==> src/rtl/comb_sweep_pkg.sv <==
// rtl/comb_sweep_pkg.sv - shared types and helpers for the combinational sweep controller
package comb_sweep_pkg;

  typedef enum logic [1:0] {IDLE, DRIVE, DONE} sweep_state_t;

  localparam int N_IN  = 3;
  localparam int N_PAT = 8;

  function automatic logic [3:0] popcount8(input logic [7:0] v);
    logic [3:0] n;
    n = 4'd0;
    for (int i = 0; i < 8; i++) begin
      n = n + {3'd0, v[i]};
    end
    return n;
  endfunction

endpackage

==> src/rtl/sweep_settle_timer.sv <==
// rtl/sweep_settle_timer.sv - loadable 8-bit settle down-counter
module sweep_settle_timer (
  input  logic       clk,
  input  logic       rst_n,
  input  logic       load,
  input  logic       en,
  input  logic [7:0] load_val,
  output logic       zero
);

  logic [7:0] cnt;

  always_ff @(posedge clk or negedge rst_n) begin
    if (!rst_n) begin
      cnt <= 8'd0;
    end else if (load) begin
      cnt <= load_val;
    end else if (en && (cnt != 8'd0)) begin
      cnt <= cnt - 8'd1;
    end
  end

  assign zero = (cnt == 8'd0);

endmodule

==> src/rtl/comb_sweep_ctrl.sv <==
// rtl/comb_sweep_ctrl.sv - exhaustive 3-input sweep of a combinational block with truth-table check
module comb_sweep_ctrl
  import comb_sweep_pkg::*;
#(
  parameter int SETTLE_CYCLES = 2
) (
  input  logic       clk,
  input  logic       rst_n,
  input  logic       start,
  input  logic       abort,
  input  logic [7:0] expected_tt,
  output logic       a,
  output logic       b,
  output logic       c,
  input  logic       y,
  output logic       busy,
  output logic       done,
  output logic [7:0] tt,
  output logic       pass,
  output logic [3:0] err_cnt
);

  localparam logic [7:0]      RELOAD   = 8'(SETTLE_CYCLES - 1);
  localparam logic [N_IN-1:0] LAST_IDX = N_IN'(N_PAT - 1);

  sweep_state_t    state, next_state;
  logic [N_IN-1:0] idx;
  logic [N_IN-1:0] abc;
  logic [7:0]      exp_tt;
  logic [7:0]      tt_next;
  logic            accept, sample, last, zero;
  logic            tmr_load, tmr_en;

  always_ff @(posedge clk or negedge rst_n) begin
    if (!rst_n) begin
      state <= IDLE;
    end else begin
      state <= next_state;
    end
  end

  // abort outranks both start (in IDLE) and sampling (in DRIVE)
  always_comb begin
    next_state = state;
    accept     = 1'b0;
    sample     = 1'b0;
    last       = (idx == LAST_IDX);
    tt_next    = tt;
    tt_next[idx] = y;
    case (state)
      IDLE: begin
        if (start && !abort) begin
          next_state = DRIVE;
          accept     = 1'b1;
        end
      end
      DRIVE: begin
        if (abort) begin
          next_state = IDLE;
        end else if (zero) begin
          sample = 1'b1;
          if (last) begin
            next_state = DONE;
          end
        end
      end
      DONE:    next_state = IDLE;
      default: next_state = IDLE;
    endcase
  end

  assign tmr_load = accept || (sample && !last);
  assign tmr_en   = (state == DRIVE);

  sweep_settle_timer u_timer (
    .clk      (clk),
    .rst_n    (rst_n),
    .load     (tmr_load),
    .en       (tmr_en),
    .load_val (RELOAD),
    .zero     (zero)
  );

  always_ff @(posedge clk or negedge rst_n) begin
    if (!rst_n) begin
      idx     <= '0;
      abc     <= '0;
      exp_tt  <= 8'h00;
      tt      <= 8'h00;
      pass    <= 1'b0;
      err_cnt <= 4'd0;
    end else if (accept) begin
      idx     <= '0;
      abc     <= '0;
      exp_tt  <= expected_tt;
      tt      <= 8'h00;
      pass    <= 1'b0;
      err_cnt <= 4'd0;
    end else if (state == DRIVE) begin
      if (abort) begin
        idx     <= '0;
        abc     <= '0;
        pass    <= 1'b0;
        err_cnt <= 4'd0;
      end else if (sample) begin
        tt <= tt_next;
        if (last) begin
          abc     <= '0;
          pass    <= (tt_next == exp_tt);
          err_cnt <= popcount8(tt_next ^ exp_tt);
        end else begin
          idx <= idx + 1'b1;
          abc <= idx + 1'b1;
        end
      end
    end
  end

  assign a    = abc[2];
  assign b    = abc[1];
  assign c    = abc[0];
  assign busy = (state == DRIVE);
  assign done = (state == DONE);

endmodule
==> config.mk <==
export PLATFORM = sky130hd
export DESIGN_NAME = comb_sweep_ctrl
export DESIGN_NICKNAME = d
export VERILOG_FILES = /design/src/rtl/comb_sweep_pkg.sv /design/src/rtl/sweep_settle_timer.sv /design/src/rtl/comb_sweep_ctrl.sv
export SDC_FILE = /design/constraint.sdc
export NUM_CORES = 1
export LEC_CHECK = 0
export ABC_CLOCK_PERIOD_IN_PS = 10300
export BUFFER_PORTS_ARGS = -buffer_cell sky130_fd_sc_hd__buf_2
export CORE_MARGIN = 1.5
export CORE_UTILIZATION = 30
export CTS_CLUSTER_DIAMETER = 50
export CTS_CLUSTER_SIZE = 16
export DETAILED_ROUTE_END_ITERATION = 10
export PLACE_DENSITY = 0.57
export SYNTH_ARGS = -nofsm -noshare
export SYNTH_HDL_FRONTEND = slang
export SYNTH_SLANG_ARGS = --single-unit
==> constraint.sdc <==
create_clock -name clk -period 10.3 [get_ports clk]
set_clock_uncertainty 0.15 [all_clocks]
set_input_delay 2.06 -clock clk [delete_from_list [all_inputs] [get_ports clk]]
set_output_delay 2.06 -clock clk [all_outputs]
set_load 0.1 [all_outputs]
## After elaboration in Yosys (flattened, before gate mapping)

Index checks and enable logic that the tools add are counted.

- Output and inout port bits: 18
- Logic and storage cells: 88
- Register bits after elaboration: 37
- Input port bits: 13

- Multiplexer cells: 39
- Add/subtract/negate cells: 9
- Eq/ne operators: 9
- Magnitude comparators: 2
- Bitwise logic cells: 1
- Reductions and logical operators: 20

Operators with widths:

| kind | count |
|---|---|
| $mux 8 | 6 |
| $mux 3 | 10 |
| $mux 4 | 5 |
| $add 4x1->4 | 4 |
| $reduce_and 3->1 | 4 |
| $mux 1 | 11 |
| $ne 3x3->1 const B | 3 |
| $bwmux 8 | 1 |
| $eq 8x8->1 | 1 |
| $logic_not 8->1 | 1 |
| $mux 2 | 4 |
| $reduce_bool 8->1 | 1 |
| $sub 8x1->8 const B | 1 |
| $xor 8x8->8 | 1 |
| $reduce_bool 2->1 | 3 |
| $reduce_bool 3->1 | 2 |
| $add 3x1->4 | 1 |
| $logic_and 1x1->1 | 4 |
| $lt 3x4->1 const B | 1 |
| $pmux 2 s2 | 1 |
| $add 2x1->3 | 1 |
| $add 3x1->3 const B | 1 |
| $demux 1 s3 | 1 |
| $eq 3x3->1 const B | 1 |
| 10 further kinds | 11 |

## Logic depth before layout (Yosys ltp)

- Depth after elaboration: 18
- Gate-level depth with buffers: 15

## Hierarchy

From an unflattened synthesis, not the netlist that was laid out.

- Cell total of the unflattened synthesis: 222
- Area total of the unflattened synthesis: 2243.4 um2

By module, submodules not included:

| module | times used | cells an instance | sequential area each (um2) | area each (um2) |
|---|---|---|---|---|
| comb_sweep_ctrl | 1 | 164 | 725.7 | 1715.4 |
| sweep_settle_timer | 1 | 58 | 200.2 | 528.0 |

## Worst setup path after synthesis

No wires, ideal clock.

- Kind: input-to-reg
- Start: input port y
- End: register err_cnt[1]
- Setup time: 95 ps
- Stages: 13
- Buffers on the path: 1
- Arrival: 5225 ps
- Path slack: 4829 ps
- Cell sequence: clkbuf_1 mux2i_1 xor2_1 inv_1 fa_1 fa_1 inv_1 fa_1 inv_1 ha_1 inv_1 fa_1 o31ai_1

- Longest elaborated chain between the ends: 14

RTL lines:

| what | line | RTL |
|---|---|---|
| start, declared | comb_sweep_ctrl.sv:15 | `input logic y,` |
| $bwmux 8 * | comb_sweep_ctrl.sv:49 | `tt_next[idx] = y;` |
| $xor 8x8->8 * | comb_sweep_ctrl.sv:110 | `err_cnt <= popcount8(tt_next ^ exp_tt);` |
| $add 1x1->2 | comb_sweep_pkg.sv:13 | `n = n + {3'd0, v[i]};` |
| $add 2x1->3 | comb_sweep_pkg.sv:13 |  |
| $add 3x1->4 | comb_sweep_pkg.sv:13 |  |
| $add 4x1->4 (3 in series) | comb_sweep_pkg.sv:13 |  |
| $add 4x1->4 * | comb_sweep_pkg.sv:13 |  |
| $mux 4 * | comb_sweep_ctrl.sv:107 | `if (last) begin` |
| $mux 4 * | comb_sweep_ctrl.sv:105 | `end else if (sample) begin` |
| $mux 4 * | comb_sweep_ctrl.sv:100 | `if (abort) begin` |
| $mux 4 * | comb_sweep_ctrl.sv:99 | `end else if (state == DRIVE) begin` |
| $mux 4 * | comb_sweep_ctrl.sv:92 | `end else if (accept) begin` |
| end signal, assigned | comb_sweep_ctrl.sv:110 |  |
| end, declared | comb_sweep_ctrl.sv:20 | `output logic [3:0] err_cnt` |

Mark *: on every way between the ends. The rest lies on a longest branch, timed or not. The select of a mux whose other input is x is not followed.
A chain may end at the register's enable or synchronous reset.

## Worst setup path after layout

Same ends and word-level chain as after synthesis.

==> impl_metrics.tcl <==
set metrics [dict create \
    placed_cell_area_um2 2303 \
    post_drt_wl_per_cell_um 13.55 \
    slew_headroom_pct 44.27 \
    hold_class "reg -> reg" \
    worst_pin_slew_ps 835.9 \
    worstHoldPathCells 2 \
    clk-insertion-delay-late_ps 290 \
    drt-initial-drc-count 75 \
    r2r_end "err_cnt[1]$_DFFE_PN0P_" \
    p_comb_share_pct 47.7 \
    antenna_found_initial 0 \
    critPathCaptureType "flop" \
    r2r_cells 12 \
    rsz0062_at_grt "false" \
    clockRootBuffer "clkbuf_8" \
    cts_max_path_buffers 2 \
    required_ps 10350 \
    cts_tree "built" \
    grt_pass1_wl_mm 7.431 \
    netlist_instances 200 \
    hp-start "err_cnt[3]$_DFFE_PN0P_" \
    cts_setup_buffers 0 \
    ys_seq_area_share_pct 44.69 \
    maxCapViolCount 0 \
    reg2reg_from "idx[0]$_DFFE_PN0P_" \
    area_growth_syn_to_layout_pct 15.34 \
    crit_chain "buf_2 > mux2i_1 > xor2_1 > inv_1 > fa_1 > fa_1 > inv_1 > fa_1 > inv_1 > ha_1 > inv_1 > fa_1 > o31ai_1" \
    firstDrtPassIters 4 \
    cts_buffers 5 \
    drv_slew 0 \
    grt_pass1_vias 1558 \
    cts.sinks 37 \
    dpl.hpwl_mm 3.187 \
    fin_area_um2 2390 \
    die_width_um 86.11 \
    arrival_ps 5290 \
    num_rows 30 \
    nets 256 \
    final_cell_mix "dfrtp_1 (37), buf_2 (30), inv_1 (20)" \
    diodes 0 \
    ys.flop_type "dfrtp_1" \
    internal_power_w 0.0003299 \
    dieArea_um2 7414 \
    grt-ovfl-total 0 \
    core_area_um2 6719 \
    grt_max_degree 38 \
    worstHoldEndpoint "err_cnt[3]$_DFFE_PN0P_" \
    p_leak_nw 1.150 \
    yosys_warnings 0 \
    async_flop_share_pct 100.0 \
    cts_hold_buf 0 \
    path_clk_slew_ps 70 \
    layout_commonest_cell "dfrtp_1" \
    ys_seq_elements 37 \
    peakVddDrop_mv 0.07361 \
    synthDistinctLibCells 42 \
    r2r_setup_slack_ps 5990 \
    p_seq_share_pct 34.8 \
    min_period_ps 5234 \
    ios 31 \
    syn_nets 224 \
    cts.htree.levels 2 \
    period_share_pct 50.81 \
    fmax_mhz 191.1 \
    io_buffers 30 \
    fin_setup_tns_ps 0 \
    final-hold-violation-count 0 \
    cts_resized 0 \
    p_sw_w 0.0002554 \
    crit_path_max_incr_delay_ps 540 \
    cp-start-kind "primary input" \
    avgSynthCellArea_um2 10.36 \
    ant_nets 0 \
    setup_viol 0 \
    status "completed" \
    p_clk_share_pct 17.5 \
    critPathMaxFanout 11 \
    routabilityCongestion 0.7846 \
    routed_wirelength_mm 4.229 \
    crit_type "in -> reg" \
    synth_edf_count 0 \
    viasPerCell 4.907 \
    layout-drive-gt1-share_pct 21.98 \
    route.detailed.drc 0 \
    syn-cell-area_um2 2072 \
    swShare_pct 43.64 \
    cp_slowest_cell "fa_1" \
    start_util_pct 30.84 \
    die_h_um 86.11 \
    vias 1531 \
    pwr_density_cell_nw_per_um2 244.9 \
    grtUsageTotal_pct 12.91 \
]
## cells in the mapped netlist, types with 2 or more instances
cell type | n | area, um^2
o21bai_1 | 3 | 22.52
a21oi_1 | 8 | 40.04
o21ai_0 | 11 | 55.05
nand3b_1 | 3 | 22.52
nand2_1 | 11 | 41.29
dfrtp_1 | 37 | 925.9
o22ai_1 | 3 | 18.77
a211oi_1 | 2 | 15.01
nand3_1 | 3 | 15.01
nor2_1 | 14 | 52.55
nor2b_1 | 2 | 12.51
clkbuf_1 | 3 | 11.26
nor3b_1 | 4 | 30.03
mux2_2 | 9 | 101.4
a22o_1 | 3 | 26.28
o41ai_1 | 2 | 17.52
and2_1 | 2 | 12.51
xnor2_1 | 9 | 78.83
ha_1 | 7 | 87.58
nor3_1 | 3 | 15.01
inv_1 | 20 | 75.07
mux2i_1 | 8 | 80.08
o31ai_1 | 2 | 15.01
buf_2 | 3 | 15.01
a32o_1 | 2 | 20.02
fa_1 | 4 | 80.08
xor2_1 | 6 | 52.55
nand2b_1 | 2 | 12.51
## registers in the layout, summed over array words and instances (netlist names)
| signal | flops |
|---|---|
| pass | 1 |
| u_timer.cnt | 8 |
| state | 2 |
| tt | 8 |
| exp_tt | 8 |
| err_cnt | 4 |
| idx | 3 |
| abc | 3 |
## cell families (layout without fill, tap and decap cells)
logic type	Yosys count	count (layout)	share of synthesized area (%)
XOR/XNOR	15	15	6.341
buffers and inverters	26	58	4.891
AO/OA/AOI/OAI	40	40	12.80
multiplexers	17	17	8.756
adder cells (fa/ha/maj)	11	11	8.092
flip-flops	37	37	44.69
AND/OR/NAND/NOR	54	54	14.43
## stage by stage
| step | hold WS (ps) | instances | setup slack (ps) | util (%) | power [W] |
|---|---|---|---|---|---|
| 4_1_cts | 338.6 | 312 | 5055 | 35.57 | 0.0005924 |
| 3_3_place_gp | 314.6 | 305 | 4822 | 34.28 | 0.0004789 |
| 6_report | 328.0 | 312 | 5066 | 35.57 | 0.0005854 |
| 5_1_grt | 361.3 | 312 | 4831 | 35.57 | 0.0006464 |
| 2_1_floorplan | 351.1 | 200 | 4829 | - | 0.0004296 |
| 3_5_place_dp | 321.7 | 305 | 4736 | 34.28 | 0.0004873 |
## per-layer routing
metal / GRT usage, % / share of wire, %
met1: 16.82 / 48
met2: 20.97 / 46
met3: 3.176 / 4.1
met4: 4.399 / 1.5
met5: 0 / 0
## worst max-delay path, delay by kind of cell
family                   cells  cell delay [ps]
XOR/XNOR                     1              210
adder cells (fa/ha/maj)      5             2180
AO/OA/AOI/OAI                1              240
multiplexers                 1              180
buffers and inverters        5              410
## how the worst max path moves through the flow
stage                     from                endpoint
after global routing         y  err_cnt[2]$_DFFE_PN0P_
after floorplan              y  err_cnt[1]$_DFFE_PN0P_
after global placement       y  err_cnt[1]$_DFFE_PN0P_
after detailed placement     y  err_cnt[2]$_DFFE_PN0P_
final                        y  err_cnt[1]$_DFFE_PN0P_
after CTS                    y  err_cnt[2]$_DFFE_PN0P_
## area by class of cell
| cell class | instances | area [um^2] |
|---|---|---|
| sequential | 37 | 925.9 |
| fill | 685 | 4329 |
| multi-input combinational | 137 | 1045 |
| clock buffer | 7 | 86.33 |
| timing repair buffer | 31 | 157.7 |
| tap | 80 | 100.1 |
| inverter | 20 | 75.07 |
## power by group through the flow
stage / Combinational, W / Sequential, W / Clock (W)
floorplan: 0.000176 / 0.000254 / 0
global placement: 0.000273 / 0.000206 / 0
detailed placement: 0.000281 / 0.000207 / 0
CTS: 0.000282 / 0.000204 / 0.000106
global route: 0.000326 / 0.000209 / 0.000112
finish: 0.000279 / 0.000204 / 0.000102
No activity file was read; power rests on OpenSTA's default activity.
